==> config.mk <==
export PLATFORM = sky130hd
export DESIGN_NAME = mips_memory_access
export DESIGN_NICKNAME = d
export VERILOG_FILES = /design/src/rtl/mips_memory_access.sv
export SDC_FILE = /design/constraint.sdc
export NUM_CORES = 1
export LEC_CHECK = 0
export ABC_CLOCK_PERIOD_IN_PS = 2500
export CAP_MARGIN = 30
export CORE_MARGIN = 2
export CORE_UTILIZATION = 46
export DETAILED_ROUTE_END_ITERATION = 16
export GPL_TIMING_DRIVEN = 0
export PLACE_DENSITY = 0.87
export SYNTH_ARGS = -nofsm -noshare
export SYNTH_HDL_FRONTEND = slang
export SYNTH_SLANG_ARGS = --single-unit
==> constraint.sdc <==
create_clock -name clk -period 2.5 [get_ports clk]
set_input_delay 0.5 -clock clk [delete_from_list [all_inputs] [get_ports clk]]
set_output_delay 0.5 -clock clk [all_outputs]
set_load 0.02 [all_outputs]
==> src/rtl/mips_memory_access.sv <==
// rtl/mips_memory_access.sv - MIPS memory-access stage: LW/SW bus FSM with timeout, flush and exceptions.
// Optional misaligned-access exception enabled by defining MEM_ALIGN_CHECK_EN.
`ifndef OPCODE_WIDTH
`define OPCODE_WIDTH 6
`endif
`ifndef OPERAND_WIDTH
`define OPERAND_WIDTH 32
`endif
`ifndef OP_LW
`define OP_LW 6'h23
`endif
`ifndef OP_SW
`define OP_SW 6'h2b
`endif

module mips_memory_access #(
   parameter int TIMEOUT_CYCLES = 255
) (
   input  logic                        clk,
   input  logic                        rst_n_i,
   input  logic                        pipeline_flush_i,
   input  logic                        valid_i,
   output logic                        ready_o,
   input  logic [`OPCODE_WIDTH-1:0]    opcode_i,
   input  logic [`OPERAND_WIDTH-1:0]   alu_result_i,
   input  logic [`OPERAND_WIDTH-1:0]   store_data_i,
   input  logic [4:0]                  dest_reg_i,
   output logic [4:0]                  dest_reg_o,
   input  logic                        reg_write_i,
   output logic                        reg_write_o,
   input  logic                        overflow_i,
   output logic                        mem_req_o,
   output logic                        mem_we_o,
   output logic [`OPERAND_WIDTH-1:0]   mem_addr_o,
   output logic [`OPERAND_WIDTH-1:0]   mem_wdata_o,
   input  logic                        mem_ack_i,
   input  logic [`OPERAND_WIDTH-1:0]   mem_rdata_i,
   output logic                        valid_o,
   output logic [`OPERAND_WIDTH-1:0]   result_o,
   output logic                        exception_o
);
   localparam int W = `OPERAND_WIDTH;

   typedef enum logic [1:0] {IDLE, ACCESS, DONE} state_t;

   state_t         state_q, state_d;
   logic [7:0]     cnt_q, cnt_d;
   logic           kill_q, kill_d;
   logic [W-1:2]   addr_q, addr_d;
   logic [W-1:0]   data_q, data_d;
   logic [W-1:0]   result_q, result_d;
   logic [4:0]     dest_q, dest_d;
   logic           lw_q, lw_d;
   logic           rw_q, rw_d;
   logic           valid_q, valid_d;
   logic           exc_q, exc_d;
   logic           req_q, req_d;
   logic           we_q, we_d;

   logic accept, is_lw, is_sw, misaligned, kill_now;

   assign is_lw = (opcode_i == `OP_LW);
   assign is_sw = (opcode_i == `OP_SW);
`ifdef MEM_ALIGN_CHECK_EN
   assign misaligned = (alu_result_i[1:0] != 2'b00);
`else
   assign misaligned = 1'b0;
`endif
   assign accept   = valid_i & ready_o & ~pipeline_flush_i;
   assign kill_now = kill_q | pipeline_flush_i;

   always_comb begin
      state_d  = state_q;
      cnt_d    = cnt_q;
      kill_d   = kill_q;
      addr_d   = addr_q;
      data_d   = data_q;
      result_d = result_q;
      dest_d   = dest_q;
      lw_d     = lw_q;
      rw_d     = rw_q;
      valid_d  = 1'b0;
      exc_d    = 1'b0;
      req_d    = 1'b0;
      we_d     = 1'b0;
      case (state_q)
         IDLE, DONE: begin
            state_d = IDLE;
            if (accept) begin
               dest_d   = dest_reg_i;
               result_d = alu_result_i;
               if (overflow_i || ((is_lw || is_sw) && misaligned)) begin
                  state_d = DONE;
                  valid_d = 1'b1;
                  exc_d   = 1'b1;
                  rw_d    = 1'b0;
               end else if (is_lw || is_sw) begin
                  state_d = ACCESS;
                  addr_d  = alu_result_i[W-1:2];
                  data_d  = store_data_i;
                  lw_d    = is_lw;
                  rw_d    = reg_write_i;
                  cnt_d   = 8'd0;
                  kill_d  = 1'b0;
                  req_d   = 1'b1;
                  we_d    = is_sw;
               end else begin
                  state_d = DONE;
                  valid_d = 1'b1;
                  rw_d    = reg_write_i;
               end
            end
         end
         ACCESS: begin
            kill_d = kill_now;
            req_d  = 1'b1;
            we_d   = we_q;
            // Ack wins over a timeout landing in the same cycle.
            if (mem_ack_i || (cnt_q == 8'(TIMEOUT_CYCLES - 1))) begin
               state_d = kill_now ? IDLE : DONE;
               valid_d = ~kill_now;
               exc_d   = ~kill_now & ~mem_ack_i;
               kill_d  = 1'b0;
               req_d   = 1'b0;
               we_d    = 1'b0;
               if (mem_ack_i && lw_q) result_d = mem_rdata_i;
               else                   rw_d     = 1'b0;
            end else begin
               cnt_d = cnt_q + 8'd1;
            end
         end
         default: state_d = IDLE;
      endcase
   end

   always_ff @(posedge clk or negedge rst_n_i) begin
      if (!rst_n_i) begin
         state_q  <= IDLE;
         cnt_q    <= 8'd0;
         kill_q   <= 1'b0;
         addr_q   <= '0;
         data_q   <= '0;
         result_q <= '0;
         dest_q   <= 5'd0;
         lw_q     <= 1'b0;
         rw_q     <= 1'b0;
         valid_q  <= 1'b0;
         exc_q    <= 1'b0;
         req_q    <= 1'b0;
         we_q     <= 1'b0;
      end else begin
         state_q  <= state_d;
         cnt_q    <= cnt_d;
         kill_q   <= kill_d;
         addr_q   <= addr_d;
         data_q   <= data_d;
         result_q <= result_d;
         dest_q   <= dest_d;
         lw_q     <= lw_d;
         rw_q     <= rw_d;
         valid_q  <= valid_d;
         exc_q    <= exc_d;
         req_q    <= req_d;
         we_q     <= we_d;
      end
   end

   assign ready_o     = (state_q != ACCESS);
   assign mem_req_o   = req_q;
   assign mem_we_o    = we_q;
   assign mem_addr_o  = {addr_q, 2'b00};
   assign mem_wdata_o = data_q;
   assign valid_o     = valid_q;
   assign exception_o = exc_q;
   assign result_o    = result_q;
   assign reg_write_o = rw_q;
   assign dest_reg_o  = dest_q;
endmodule

==> results of run 1 <==
## area by class of cell
class / instances / area (sq um) / area share [%]
Multi-Input combinational cell: 228 / 1980 / 24.7
Inverter: 5 / 18.8 / 0.234
Timing Repair Buffer: 221 / 2230 / 27.8
Tap cell: 140 / 175 / 2.19
Clock buffer: 26 / 508 / 6.34
Buffer: 21 / 151 / 1.89
Clock inverter: 4 / 45.0 / 0.563
Sequential cell: 116 / 2900 / 36.2
## logic make-up (layout without fill, tap and decap cells)
logic type | Yosys count | after routing | share of synthesized area [%]
XOR/XNOR | 1 | 1 | 0.174
flip-flops | 116 | 116 | 57.5
multiplexers | 100 | 100 | 26.1
adder cells (fa/ha/maj) | 2 | 2 | 0.496
AND/OR/NAND/NOR | 64 | 64 | 5.95
buffers and inverters | 26 | 277 | 3.32
AO/OA/AOI/OAI | 59 | 59 | 6.40
other | 1 | 2 | 0.0743
## timing repair
action / CTS / global route
hold buffers: 1 / 0
endpoints found under the hold margin: 56 / 0
resized for setup: 2 / 0
buffers inserted: 0 / 0
setup endpoints to repair: 1 / 0
## metal layers
metal | vias up | track usage (%) | part of all wire, %
met2 | 145 | 42.5 | 53
met4 | 0 | 10.1 | 2.0
met5 | - | 0 | 0
met3 | 23 | 6.69 | 5.2
met1 | 1984 | 28.7 | 40
li1 | 1772 | - | -
## placed cells by master, fill, tap and decap left out, types with 2 or more instances in the layout
cell / count
dfrtp_1: 116
buf_4: 5
clkbuf_1: 9
o21ai_0: 43
a21oi_1: 7
ha_1: 2
mux2_2: 7
inv_1: 5
clkbuf_8: 7
clkdlybuf4s50_1: 216
conb_1: 2
nor2_1: 5
clkinv_2: 3
buf_2: 4
a31oi_1: 3
mux2i_1: 32
buf_6: 8
nand3_1: 9
a32o_1: 2
mux2_4: 61
nand2_1: 42
clkbuf_16: 16
## final timing paths
check                                      to  cells after the start  slack [ns]
worst max-delay path                  ready_o                      4        0.22
worst min-delay path             result_o[26]                      2        0.48
worst max register to register       cnt_q[1]                      5        0.62
worst min register to register   result_o[26]                      2        0.48
max in group asynchronous       dest_reg_o[0]                      3        1.29
min in group asynchronous        result_o[15]                      2        0.52
## worst reg2reg max path: cells and delay by family, from the launching register on
| kind | cells | cell delay [ns] |
|---|---|---|
| buffers and inverters | 1 | 0.22 |
| DFF | 1 | 0.40 |
| muxes | 1 | 0.36 |
| and+or+nand+nor | 3 | 0.80 |
## power breakdown
group	internal, uW	switching, uW	leakage, uW
Combinational	592	466	0.00188
Sequential	2050	98.1	0.00153
Clock	1460	779	0.000277
Total	4100	1340	0.00369
## state kept, by name, indices dropped and copies added (netlist names)
signal and flops:
dest_reg_o 5, addr_q 30, lw_q 1, mem_wdata_o 32
mem_we_o 1, exception_o 1, mem_req_o 1, state_q 2
result_o 32, kill_q 1, cnt_q 8, reg_write_o 1
valid_o 1
## metrics by stage
step / hold slack (ns) / utilization [%]
final: 0.479 / 74.2
after global routing: 0.504 / 74.2
after CTS: 0.482 / 74.1
after detailed placement: 0.470 / 68.9
after global placement: 0.462 / 68.6
after floorplan: 0.204 / -
==> results.toml, run 1 <==
[synth]
syn_inst = 369
synth_edf_count = 0
synth_top_area_share_pct = 57.5
synth_area_per_cell_sq_um = 13.7
synth_flop_cell = "dfrtp_1"
yosysTopAreaCell = "dfrtp_1"
synth-async-reset-ratio_pct = 100
ys_top_cells_by_area = "dfrtp_1 (58%), mux2_4 (18%), mux2i_1 (6.3%), o21ai_0 (4.3%), nand2_1 (3.1%)"
ys_seq_elements = 116
synth.yosys.seq_area_share_pct = 57.5
synth_most_common_cell = "dfrtp_1"
yosys_warnings = 0
synth_cell_types = 31
synth_commonest_cells = "dfrtp_1 (116), mux2_4 (61), o21ai_0 (43)"
synthesis.area_sq_mm = 0.00505

[drt]
first_iter_violations = 175
vias = 3924
wire_per_inst_microns = 18.5
antenna_left = 0
detail_route.first_pass.iterations = 4
drcViolationCount = 0
viasPerCell = 5.16
drt_wl_total_mm = 14.0

[setup_path]
rr_startpoint = "state_q[0]"
cp.required_ns = 2.00
worst_ep_arrival_time_ns = 1.78
critPathBufInv = 3
cp_max_fo = 10
crit_start = "state_q[0]"
crit_chain = "nor2b_1, buf_4, inv_1, dlygate4sd2_1"
critPathCaptureType = "primary output"
crit_family = "buffers and inverters"
critPathSlowestCell = "dfrtp_1"
critPathLaunchType = "flop"
critical_path.max_stage_delay_ns = 0.38
path_class = "reg -> out"

[cts]
root_buffer = "clkbuf_8"
clock-sinks = 116
cts_buffers = 17
clkSlewWorstSetupHoldPaths_ns = 0.05
htree_levels = 4
cts_buffer_depth = 2
clk_latency_ns = 0.51
cts_tree = "built"

[timing]
min_period_ns = 2.28
maxSlewViolCount = 0
setup_viol = 0
skew_ns = 0.00969
worst_pin_slew_ns = 0.533
final_hold_viol_count = 0
finalCritPeriodShare_pct = 91.4
relSlewSlack_pct = 64.5
worst_slack_ns = 0.215
max_freq_mhz = 438
rsz0062_at_grt = "false"
fin_tns_setup_ns = 0

[placement]
place_hpwl_mm = 10.1
routabilityCongestion = 0.794
dp_slack_ns = -0.165
dp.cells = 729
place_area_sq_mm = 0.00744
io_buffers = 218

[die]
ios = 221
rows = 38
die_h_microns = 109
initial_core_util_pct = 46.8
core_area_sq_mm = 0.0108
chipWidth_microns = 109
dieArea_sq_mm = 0.0118

[global_route]
antenna_found_initial = 0
grt_use_total_pct = 24.5
first_global_vias = 4118
grt_pass1_wl_mm = 21.6
grt_max_degree = 61
overflow = 0

[final_layout]
stdcell_count = 761
finalNetCount = 726
area_delta_synth_final_pct = 58.7
layout-drive-gt1-share_pct = 18.8
fillers = 684
stdcell_area_sq_mm = 0.00801
num_antenna_cells = 0

[min_path]
hp-class = "reg -> reg"
hp-start = "result_o[26]"

[power_and_ir_drop]
vdd_drop_max_mv = 0.504
power_uw = 5440
power.leakage_uw = 0.00369
p_per_area_mw_per_mm2 = 680

[outcome]
outcome = "completed"

[flow_run]
maxCapViolCount = 0
No activity file was read; power rests on OpenSTA's default activity.
==> run 2: changes to the inputs <==
--- a/config.mk
+++ b/config.mk
@@ -10,7 +10,8 @@
 export CORE_MARGIN = 2
 export CORE_UTILIZATION = 46
 export DETAILED_ROUTE_END_ITERATION = 16
-export GPL_TIMING_DRIVEN = 0
+export GPL_TIMING_DRIVEN = 1
+export MAX_ROUTING_LAYER = met4
 export PLACE_DENSITY = 0.87
 export SYNTH_ARGS = -nofsm -noshare
 export SYNTH_HDL_FRONTEND = slang
==> run 2 against run 1 <==
Worst hold slack worse by 0.067 ns. Global-route usage shrank 0.54 points. Largest cell class unchanged. Flip-flop and latch count stayed put. Design area grew 0.13%. Total power increased by 4.8%. Sequential power about the same. Die area unchanged. Clock power rose by 12%. Count of clock-buffer cells in the layout is 3 lower.
==> results.toml, run 2 (same netlist as run 1, synthesis figures left out) <==
[final_layout]
num_antenna_cells = 0
layout_common_cells = "clkdlybuf4s50_1 (217), dfrtp_1 (116), mux2_4 (61)"
layout-drive-gt1-share_pct = 18.7
finish.utilization_pct = 74.3
finalNetCount = 713
layout_commonest_cell = "clkdlybuf4s50_1"
area_delta_synth_final_pct = 58.9

[power_and_ir_drop]
vdd_drop_max_mv = 0.408
switchingPower_uw = 1380
switching_share_pct = 24.1
p_per_area_mw_per_mm2 = 712
power.leakage_uw = 0.00367
clkPwrFrac_pct = 44.0
p_seq_share_pct = 37.6
p_comb_share_pct = 18.4
intPower_uw = 4330

[placement]
place_hpwl_mm = 9.80
routabilityCongestion = 0.808
io_buffers = 218
dp_slack_ns = 0.138

[timing]
max_freq_mhz = 418
skew_ns = 0.0111
fin_tns_setup_ns = 0
maxSlewViolCount = 0
rsz0062_at_grt = "false"
finalCritPeriodShare_pct = 95.6
setup_viol = 0
worst_slack_ns = 0.109
final_hold_viol_count = 0
min_period_ns = 2.39

[setup_path]
cp_max_fo = 6
cp.required_ns = 2.00
critPathLaunchType = "flop"
path_class = "reg -> out"
critPathCaptureType = "primary output"
worst_ep_arrival_time_ns = 1.89

[drt]
met2_length_mm = 7.06
met3_length_microns = 765
wire_per_inst_microns = 17.9
antenna_left = 0
viasPerCell = 5.06
drt-met1-wl_mm = 5.27
top_layer_used = "met4"
detail_route.first_pass.iterations = 4
drcViolationCount = 0
drt_wl_total_mm = 13.4
first_iter_violations = 258
vias = 3794

[die]
ios = 221
dieArea_sq_mm = 0.0118
die_h_microns = 109
chipWidth_microns = 109
rows = 38
core_area_sq_mm = 0.0108
initial_core_util_pct = 46.8

[min_path]
hp-class = "in -> async"

[cts]
htree_levels = 4
cts_tree = "built"
cts_buffers = 17
ctsResizeCount = 0
root_buffer = "clkbuf_8"
clkSlewWorstSetupHoldPaths_ns = 0.06
cts_buffer_depth = 2
clk_latency_ns = 0.51
clock-sinks = 116

[global_route]
overflow = 0
antenna_found_initial = 0
first_global_vias = 4061
grt_pass1_wl_mm = 20.8
grt_max_degree = 72
grt_use_total_pct = 23.9

[outcome]
outcome = "completed"

[flow_run]
maxCapViolCount = 0
run 2: cell count changes in the layout (fill, tap and decap cells not counted), sizes merged:
cell and change:
clkdlybuf4s50 +1, clkinvlp +2, clkbuf -9, dlygate4sd2 -1, bufinv +3, buf -7
run 2: final cells by class:
class / instances / area (sq um)
multi-input combinational: 228 / 2000
inverter: 5 / 18.8
tap: 140 / 175
clock buffer: 23 / 467
fill: 741 / 2780
clock inverter: 9 / 150
timing repair buffer: 229 / 2300
sequential: 116 / 2900
run 2: worst max-delay path, cell delays in order, from the launching register on:
cell	delay, ns
dfrtp_1	0.41
nor2b_4	0.15
inv_1	0.18
clkdlybuf4s50_1	0.64
run 2: worst paths after layout:
check | from | endpoint | slack (ns) | cells after the start
min | rst_n_i | result_o[14] | 0.41 | 2
max reg2reg | state_q[0] | cnt_q[1] | 0.69 | 5
max in group asynchronous | rst_n_i | addr_q[10] | 1.43 | 3
max | state_q[0] | ready_o | 0.11 | 3
min reg2reg | result_o[8] | result_o[8] | 0.48 | 2
min in group clk | result_o[8] | result_o[8] | 0.48 | 2
run 2: through the flow:
stage                     instance area (sq um)  std cells  hold slack (ns)  total power [uW]
after CTS                                  8020        750            0.399              5770
after floorplan                            5050        370            0.204              2590
after detailed placement                   7390        717            0.383              3230
after global routing                       8020        750            0.416              5930
final                                      8020        750            0.412              5710
after global placement                     7390        717            0.385              3200
run 2: repair_timing:
item	CTS	global route
setup buffers	0	0
hold buffers	1	0
hold endpoints to repair	16	0
run 2: metal layers:
layer	GRT usage, %	vias up
li1	-	1750
met1	26.7	1874
met2	40.9	138
met3	6.22	32
met4	9.80	0
met5	-	-
run 2: power groups by stage:
stage | Sequential [uW] | Combinational [uW] | Clock, uW
floorplan | 2370 | 221 | 0
global placement | 2170 | 1030 | 0
detailed placement | 2180 | 1060 | 0
CTS | 2150 | 1060 | 2560
global route | 2160 | 1110 | 2650
finish | 2150 | 1050 | 2510
